`config.mk`:
```
export PLATFORM = sky130hd
export DESIGN_NAME = vram_dma
export DESIGN_NICKNAME = d
export VERILOG_FILES = /design/src/rtl/vram_dma_pkg.sv /design/src/rtl/vram_dma_edge_rise.sv /design/src/rtl/vram_dma.sv
export SDC_FILE = /design/constraint.sdc
export NUM_CORES = 1
export LEC_CHECK = 0
export CAP_MARGIN = 40
export CORE_UTILIZATION = 46
export CTS_CLUSTER_DIAMETER = 40
export CTS_CLUSTER_SIZE = 24
export DETAILED_ROUTE_END_ITERATION = 16
export PLACE_DENSITY = 0.74
export SLEW_MARGIN = 5
export SYNTH_ARGS = -nofsm -noshare
export SYNTH_HDL_FRONTEND = slang
export SYNTH_HIERARCHICAL = 1
export SYNTH_SLANG_ARGS = --single-unit
```
`constraint.sdc`:
```
create_clock -name clk_24 -period 4.2 [get_ports clk_24]
set_input_delay 0.42 -clock clk_24 [delete_from_list [all_inputs] [get_ports clk_24]]
set_output_delay 0.42 -clock clk_24 [all_outputs]
set_load 0.05 [all_outputs]
```
`src/rtl/vram_dma_pkg.sv`:
```
// rtl/vram_dma_pkg.sv - register map, control/status bits and FSM encoding for vram_dma
package vram_dma_pkg;

  localparam logic [2:0] REG_SRC_L  = 3'd0;
  localparam logic [2:0] REG_SRC_H  = 3'd1;
  localparam logic [2:0] REG_DST_L  = 3'd2;
  localparam logic [2:0] REG_DST_H  = 3'd3;
  localparam logic [2:0] REG_LEN_L  = 3'd4;
  localparam logic [2:0] REG_LEN_H  = 3'd5;
  localparam logic [2:0] REG_CTRL   = 3'd6;
  localparam logic [2:0] REG_STATUS = 3'd7;

  localparam int CTRL_START = 0;
  localparam int CTRL_VSYNC = 1;
  localparam int CTRL_FILL  = 2;
  localparam int CTRL_ABORT = 3;

  localparam int STAT_BUSY = 0;
  localparam int STAT_DONE = 1;

  typedef enum logic [2:0] {
    S_IDLE,
    S_SYNC,
    S_REQ,
    S_READ,
    S_CAPT,
    S_WRITE,
    S_RELEASE
  } state_t;

endpackage

```
`src/rtl/vram_dma_edge_rise.sv`:
```
// rtl/vram_dma_edge_rise.sv - registered rising-edge detector (used for vblank)
module edge_rise (
  input  logic clk_24,
  input  logic reset,
  input  logic sig,
  output logic rise
);

  logic prev;

  always_ff @(posedge clk_24 or posedge reset) begin
    if (reset) prev <= 1'b0;
    else       prev <= sig;
  end

  assign rise = sig & ~prev;

endmodule

```
`src/rtl/vram_dma.sv`:
```
// rtl/vram_dma.sv - bus-mastering block-copy engine with optional vblank-synchronised start
module vram_dma
  import vram_dma_pkg::*;
#(
  parameter int LEN_W = 12
) (
  input  logic        clk_24,
  input  logic        reset,
  input  logic        reg_cs,
  input  logic        reg_wr,
  input  logic [2:0]  reg_addr,
  input  logic [7:0]  reg_din,
  output logic [7:0]  reg_dout,
  input  logic        vblank,
  output logic        bus_req,
  input  logic        bus_ack,
  output logic [15:0] mem_addr,
  output logic        mem_rd,
  output logic        mem_wr,
  input  logic [7:0]  mem_din,
  output logic [7:0]  mem_dout,
  output logic        done
);

  state_t state, state_nx;

  logic [15:0]      src, dst;
  logic [LEN_W-1:0] len;
  logic [15:0]      len_ext;
  logic [7:0]       data;
  logic             fill, abort_pend, done_sticky, done_zero;
  logic             busy, reg_we, ctrl_wr, start, abort, abort_any, vb_rise;

  edge_rise u_vb_rise (
    .clk_24 (clk_24),
    .reset  (reset),
    .sig    (vblank),
    .rise   (vb_rise)
  );

  assign busy      = (state != S_IDLE);
  assign reg_we    = reg_cs & reg_wr;
  assign ctrl_wr   = reg_we & (reg_addr == REG_CTRL);
  assign start     = ctrl_wr & reg_din[CTRL_START];
  assign abort     = ctrl_wr & reg_din[CTRL_ABORT];
  assign abort_any = abort | abort_pend;
  assign len_ext   = 16'(len);

  always_ff @(posedge clk_24 or posedge reset) begin
    if (reset) state <= S_IDLE;
    else       state <= state_nx;
  end

  // An abort during READ/CAPT still lets the current byte reach WRITE.
  always_comb begin
    state_nx = state;
    case (state)
      S_IDLE: begin
        if (start && len != '0)
          state_nx = reg_din[CTRL_VSYNC] ? S_SYNC : S_REQ;
      end
      S_SYNC: begin
        if (abort_any)    state_nx = S_RELEASE;
        else if (vb_rise) state_nx = S_REQ;
      end
      S_REQ: begin
        if (abort_any)    state_nx = S_RELEASE;
        else if (bus_ack) state_nx = S_READ;
      end
      S_READ:  state_nx = S_CAPT;
      S_CAPT:  state_nx = S_WRITE;
      S_WRITE: begin
        if (abort_any || len == LEN_W'(1)) state_nx = S_RELEASE;
        else                                state_nx = S_READ;
      end
      S_RELEASE: state_nx = S_IDLE;
      default:   state_nx = S_IDLE;
    endcase
  end

  always_ff @(posedge clk_24 or posedge reset) begin
    if (reset) begin
      src         <= 16'h0000;
      dst         <= 16'h0000;
      len         <= '0;
      data        <= 8'h00;
      fill        <= 1'b0;
      abort_pend  <= 1'b0;
      done_sticky <= 1'b0;
      done_zero   <= 1'b0;
    end else begin
      done_zero <= 1'b0;

      if (reg_we && !busy) begin
        case (reg_addr)
          REG_SRC_L: src[7:0]  <= reg_din;
          REG_SRC_H: src[15:8] <= reg_din;
          REG_DST_L: dst[7:0]  <= reg_din;
          REG_DST_H: dst[15:8] <= reg_din;
          REG_LEN_L: len       <= LEN_W'({len_ext[15:8], reg_din});
          REG_LEN_H: len       <= LEN_W'({reg_din, len_ext[7:0]});
          default: ;
        endcase
      end

      if (ctrl_wr) done_sticky <= 1'b0;

      if (start && !busy) begin
        fill <= reg_din[CTRL_FILL];
        if (len == '0) begin
          done_sticky <= 1'b1;
          done_zero   <= 1'b1;
        end
      end

      if (state == S_IDLE || state == S_RELEASE) abort_pend <= 1'b0;
      else if (abort)                            abort_pend <= 1'b1;

      if (state == S_CAPT) data <= mem_din;

      if (state == S_WRITE) begin
        dst <= dst + 16'd1;
        if (!fill) src <= src + 16'd1;
        len <= len - LEN_W'(1);
      end

      if (state == S_RELEASE) done_sticky <= 1'b1;
    end
  end

  // Bus outputs decode straight from the state register so reset drops them at once.
  always_comb begin
    bus_req  = (state == S_REQ) || (state == S_READ) || (state == S_CAPT) || (state == S_WRITE);
    mem_rd   = (state == S_READ) || (state == S_CAPT);
    mem_wr   = (state == S_WRITE);
    mem_addr = mem_wr ? dst : (mem_rd ? src : 16'h0000);
    mem_dout = mem_wr ? data : 8'h00;
    done     = (state == S_RELEASE) || done_zero;
  end

  always_comb begin
    reg_dout = 8'h00;
    case (reg_addr)
      REG_SRC_L:  reg_dout = src[7:0];
      REG_SRC_H:  reg_dout = src[15:8];
      REG_DST_L:  reg_dout = dst[7:0];
      REG_DST_H:  reg_dout = dst[15:8];
      REG_LEN_L:  reg_dout = len_ext[7:0];
      REG_LEN_H:  reg_dout = len_ext[15:8];
      REG_STATUS: begin
        reg_dout[STAT_BUSY] = busy;
        reg_dout[STAT_DONE] = done_sticky;
      end
      default:    reg_dout = 8'h00;
    endcase
  end

endmodule

```
==> results of run 1 <==
## cell type report
cell class | instances | area (sq um)
well taps | 108 | 135
clock buffers | 11 | 151
multi-input cells | 346 | 2410
flip-flops and latches | 60 | 1500
inverters | 20 | 75.1
fillers | 785 | 3720
clock inverters | 5 | 83.8
repair buffers | 69 | 639
## cells in the mapped netlist, types with 3 or more instances
cell	number
buf_1	6
nand2_1	22
dfrtp_1	60
o221a_2	8
o21a_1	3
nand2b_1	5
mux2_2	10
nand3_1	21
buf_2	3
nor3_1	20
inv_1	20
mux2i_1	12
clkbuf_1	24
and3_1	11
nor2_1	40
and4_1	6
nand4_1	7
a221oi_1	3
nor2b_1	9
a21oi_1	17
and2_1	9
nand4b_1	4
or3_1	3
nor4_1	8
a21o_1	3
or2_2	3
a22o_1	17
mux4_2	4
a211oi_1	17
o21ai_0	13
a311oi_1	14
ha_1	5
o21bai_1	3
o22ai_1	5
a31oi_1	5
## cell families after synthesis
kind of cell,synth area share
multiplexers,0.0782
AND/OR/NAND/NOR,0.235
buffers and inverters,0.0518
flip-flops,0.364
AO/OA/AOI/OAI,0.256
adder cells (fa/ha/maj),0.0151
## state kept, by name, summed over array words and instances, names as in the netlist
register and count:
state 3, done_zero 1, data 8, abort_pend 1, dst 16, src 16, u_vb_rise/prev 1, len 12
done_sticky 1, fill 1
## per-layer routing
metal  track usage  wire length, microns  up-vias
met5             0                     0        -
met4         0.106                   328        0
met3        0.0773                  1280       26
met2         0.440                  5900      232
met1         0.378                  5460     1969
li1              -                     -     1870
## path summary, 6_finish.rpt
kind | from | end
max | reg_addr[2] | reg_dout[5]
min | reset | u_vb_rise/prev
min in group clk_24 | data[5] | data[5]
max reg2reg | state[0] | len[9]
max in group asynchronous | reset | len[2]
min reg2reg | data[5] | data[5]
## worst reg2reg max path, delay by kind of cell (launching register included)
kind	cells	cell delay (ps)
flops	1	650
buf+inv	2	1070
compound gates	2	370
simple gates	1	170
## power breakdown
part | total, mW | internal (mW) | switching (mW) | leakage [nW]
Combinational | 1.21 | 0.536 | 0.676 | 1.27
Sequential | 1.32 | 0.840 | 0.483 | 0.720
Clock | 0.618 | 0.367 | 0.251 | 0.112
==> flow_metrics.env, run 1 <==
export IMPL_synthArstFlopShare=1.00
export IMPL_avgSynthCellArea_sq_um=8.98
export IMPL_power_total_mw=3.15
export IMPL_finalInstanceArea_sq_um=5000
export IMPL_place_congestion=0.922
export IMPL_design_die_area_sq_um=9360
export IMPL_fin_crit_sh=0.844
export IMPL_cts_buffers=9
export IMPL_syn_num_nets=490
export IMPL_grtUsageTotal=0.284
export IMPL_io_pin_count=61
export IMPL_drtPass1Iterations=7
export IMPL_cts_resized=0
export IMPL_cp_required_ps=3780
export IMPL_whs_ps=256
export IMPL_min_delay_path_class="in2async"
export IMPL_synthDistinctLibCells=66
export IMPL_drive_gt1_frac=0.164
export IMPL_clkLatencyLatePin_ps=350
export IMPL_cts_tree="built"
export IMPL_reg2reg_slack_ps=1830
export IMPL_critPathMostFrequentCell="clkdlybuf4s50_1"
export IMPL_endpoint_kind="output pin"
export IMPL_instances_no_fill=619
export IMPL_slew_violations=0
export IMPL_cap_violations=0
export IMPL_diodes=0
export IMPL_die_x_microns=96.8
export IMPL_grt_overflow=0
export IMPL_reg2regPathDepth=5
export IMPL_grt_max_degree=33
export IMPL_ant_nets=0
export IMPL_vias=4097
export IMPL_fin_util=0.573
export IMPL_powerDensity_nw_per_um2=631
export IMPL_netlist_top_cells_area="dfrtp_1, nor2_1, a22o_1, a211oi_1, a311oi_1"
export IMPL_die_h_microns=96.8
export IMPL_start_util=0.474
export IMPL_ctsLongestPathBuffers=2
export IMPL_htreeDepth=3
export IMPL_max_slew_margin=0.410
export IMPL_max_stage_delay_ps=910
export IMPL_crit_arrival_ps=3130
export IMPL_rsz0062_at_grt="no"
export IMPL_worstMarginPinSlew_ps=883
export IMPL_synth_main_ff_cell="dfrtp_1"
export IMPL_viasPerCell=6.62
export IMPL_synth_warnings=6
export IMPL_routedWlPerCell_microns=21.0
export IMPL_setup_viol=0
export IMPL_crit_path_top_delay_cell="clkdlybuf4s50_1"
export IMPL_grt_pass1_vias=3784
export IMPL_postLayoutSetupSlackWorst_ps=655
export IMPL_dpl_cell_count=603
export IMPL_cp_cell_sequence="clkdlybuf4s50_1 > nor2b_1 > a21oi_1 > o21ai_0 > clkdlybuf4s50_1"
export IMPL_grt_pass1_wl_mm=20.9
export IMPL_synth_edf_count=0
export IMPL_core_area_sq_um=8720
export IMPL_cp_num_buf_inv=2
export IMPL_seq_area_frac_synth=0.364
export IMPL_cts_hold_buffers=0
export IMPL_clkTransAtPathRegs_ps=70
export IMPL_ys_ff_latch=60
export IMPL_criticalPathCategory="in2out"
export IMPL_crit_fanout=20
export IMPL_route_detailed_drc=0
export IMPL_p_leak_nw=2.11
export IMPL_ir_drop_uv=370
export IMPL_rows=34
export IMPL_drtIter0Drc=377
export IMPL_port_buffers=60
export IMPL_finalHoldViolations=0
export IMPL_final_cell_mix="dfrtp_1, nor2_1, clkdlybuf4s50_1"
export IMPL_syn_area_sq_um=4130
export IMPL_final_common_cell="dfrtp_1"
export IMPL_placed_cell_area_sq_um=4770
export IMPL_antenna_found_initial=0
export IMPL_outcome="finished, final reports clean"
export IMPL_area_growth_pct=21.1
export IMPL_cts_setup_buffers=0
export IMPL_synthCells=460
export IMPL_fin_tns_setup_ps=0
export IMPL_start_kind="input pin"
export IMPL_netlist_area_leader_share=0.364
export IMPL_cts_sinks=60
export IMPL_crit_family="buffers and inverters"
export IMPL_fmaxAchievable_ghz=0.282
export IMPL_nNetsFinal=536
export IMPL_synth_top_cell_by_area="dfrtp_1"
export IMPL_routed_wl_mm=13.0
export IMPL_fin_skew_ps=9.18
export IMPL_hpwl_mm=9.32
export IMPL_min_period_ps=3550
export IMPL_pre_cts_ws_ps=740
export IMPL_root_buffer="clkbuf_8"
export IMPL_path_depth=5
Note: power is estimated with default switching activity, not from simulation.
==> run 2: changes to the inputs <==
Clock period 4.2 ns to 3.65 ns, I/O delays scaled along.
==> run 2 against run 1 <==
Effect of this change:
- via count up 0.63%
- sequential power up 15%
- worst setup slack worse by 76 ps
- clock power down 5.0%
- die area unchanged
- core utilization up 2.5 points
- global-route usage up 0.48 points
- final cell count up 0.32%
- clock skew down 1.6 ps
==> flow_metrics.env, run 2 (synthesized netlist as in run 1, its figures left out) <==
export IMPL_criticalPathCategory="in2out"
export IMPL_fin_tns_setup_ps=0
export IMPL_drive_gt1_frac=0.170
export IMPL_max_slew_margin=0.464
export IMPL_p_seq_frac=0.428
export IMPL_rsz0062_at_grt="no"
export IMPL_switching_share=0.453
export IMPL_finalHoldViolations=0
export IMPL_antenna_found_initial=0
export IMPL_drtPass1Iterations=6
export IMPL_area_growth_pct=26.4
export IMPL_place_congestion=0.945
export IMPL_cts_resized=0
export IMPL_root_buffer="clkbuf_8"
export IMPL_route_detailed_drc=0
export IMPL_ir_drop_uv=286
export IMPL_diodes=0
export IMPL_cp_num_buf_inv=4
export IMPL_cts_buffers=9
export IMPL_min_delay_path_class="in2async"
export IMPL_grtUsageTotal=0.289
export IMPL_io_pin_count=61
export IMPL_die_x_microns=96.8
export IMPL_placed_cell_area_sq_um=5040
export IMPL_final_common_cell="dfrtp_1"
export IMPL_top_regs="dst: 16 flops, src: 16 flops, len: 12 flops"
export IMPL_whs_ps=197
export IMPL_cp_required_ps=3280
export IMPL_final_cell_mix="dfrtp_1, nor2_1, clkdlybuf4s50_1"
export IMPL_cts_hold_buffers=0
export IMPL_setup_viol=0
export IMPL_worstMarginPinSlew_ps=796
export IMPL_routed_wl_mm=13.0
export IMPL_slew_violations=0
export IMPL_start_kind="input pin"
export IMPL_crit_family="buffers and inverters"
export IMPL_grt_overflow=0
export IMPL_core_area_sq_um=8720
export IMPL_fmaxAchievable_ghz=0.326
export IMPL_outcome="finished, final reports clean"
export IMPL_port_buffers=60
export IMPL_cap_violations=0
export IMPL_p_leak_nw=2.16
export IMPL_grt_pass1_vias=3848
export IMPL_hpwl_mm=9.44
export IMPL_min_period_ps=3070
export IMPL_grt_max_degree=51
export IMPL_viasPerCell=6.64
export IMPL_p_switching_mw=1.61
export IMPL_power_total_mw=3.55
export IMPL_p_clk_frac=0.165
export IMPL_cp_cell_sequence="clkdlybuf4s50_1 > buf_4 > nor2b_1 > buf_4 > nand2_1 > o21ai_0 > clkdlybuf4s50_1"
export IMPL_crit_path_top_delay_cell="clkdlybuf4s50_1"
export IMPL_powerDensity_nw_per_um2=680
export IMPL_fin_skew_ps=7.56
export IMPL_vias=4123
export IMPL_drtIter0Drc=571
export IMPL_fin_crit_sh=0.841
export IMPL_cts_setup_buffers=0
export IMPL_endpoint_kind="output pin"
export IMPL_start_util=0.474
export IMPL_clkTransAtPathRegs_ps=70
export IMPL_cts_tree="built"
export IMPL_nNetsFinal=538
export IMPL_die_h_microns=96.8
export IMPL_crit_fanout=13
export IMPL_clkLatencyLatePin_ps=350
export IMPL_ctsLongestPathBuffers=2
export IMPL_rows=34
export IMPL_pwr_share_comb=0.407
export IMPL_max_stage_delay_ps=870
export IMPL_routedWlPerCell_microns=20.9
export IMPL_design_die_area_sq_um=9360
export IMPL_htreeDepth=3
export IMPL_grt_pass1_wl_mm=21.1
export IMPL_cts_sinks=60
export IMPL_crit_arrival_ps=2710
export IMPL_finalInstanceArea_sq_um=5220
export IMPL_ant_nets=0
export IMPL_p_int_mw=1.94
run 2: path summary, 6_finish.rpt:
check | start | endpoint | slack [ps] | depth (start not counted)
max in group asynchronous | reset | len[4] | 2330 | 3
worst max register to register | state[0] | src[11] | 1260 | 4
min in group clk_24 | data[3] | data[3] | 500 | 1
worst max-delay path | reg_addr[1] | reg_dout[2] | 580 | 7
worst min-delay path | reset | u_vb_rise/prev | 200 | 2
worst min register to register | data[3] | data[3] | 500 | 1
run 2: through the flow:
step                instances   util  worst slack [ps]
floorplan                 460      -               929
global placement          604  0.576               657
detailed placement        605  0.577               637
CTS                       621  0.599               613
global route              621  0.599               492
finish                    621  0.599               579
run 2: power groups by stage:
stage	Combinational, mW	Clock (mW)	Sequential (mW)
4_1_cts	1.44	0.598	1.49
3_5_place_dp	1.43	0	1.51
5_1_grt	1.56	0.629	1.56
6_report	1.45	0.587	1.52
3_3_place_gp	1.39	0	1.50
2_1_floorplan	1.13	0	1.23
run 2: layer usage:
metal / share of wire / track usage
met4: 0.046 / 0.146
met5: 0 / 0
met1: 0.41 / 0.385
met3: 0.092 / 0.0650
met2: 0.45 / 0.439
run 2: area by class of cell:
cell class | instances | area [sq um]
fillers | 757 | 3500
multi-input cells | 346 | 2410
flip-flops and latches | 60 | 1500
repair buffers | 71 | 910
well taps | 108 | 135
clock buffers | 11 | 131
inverters | 20 | 75.1
clock inverters | 5 | 52.6
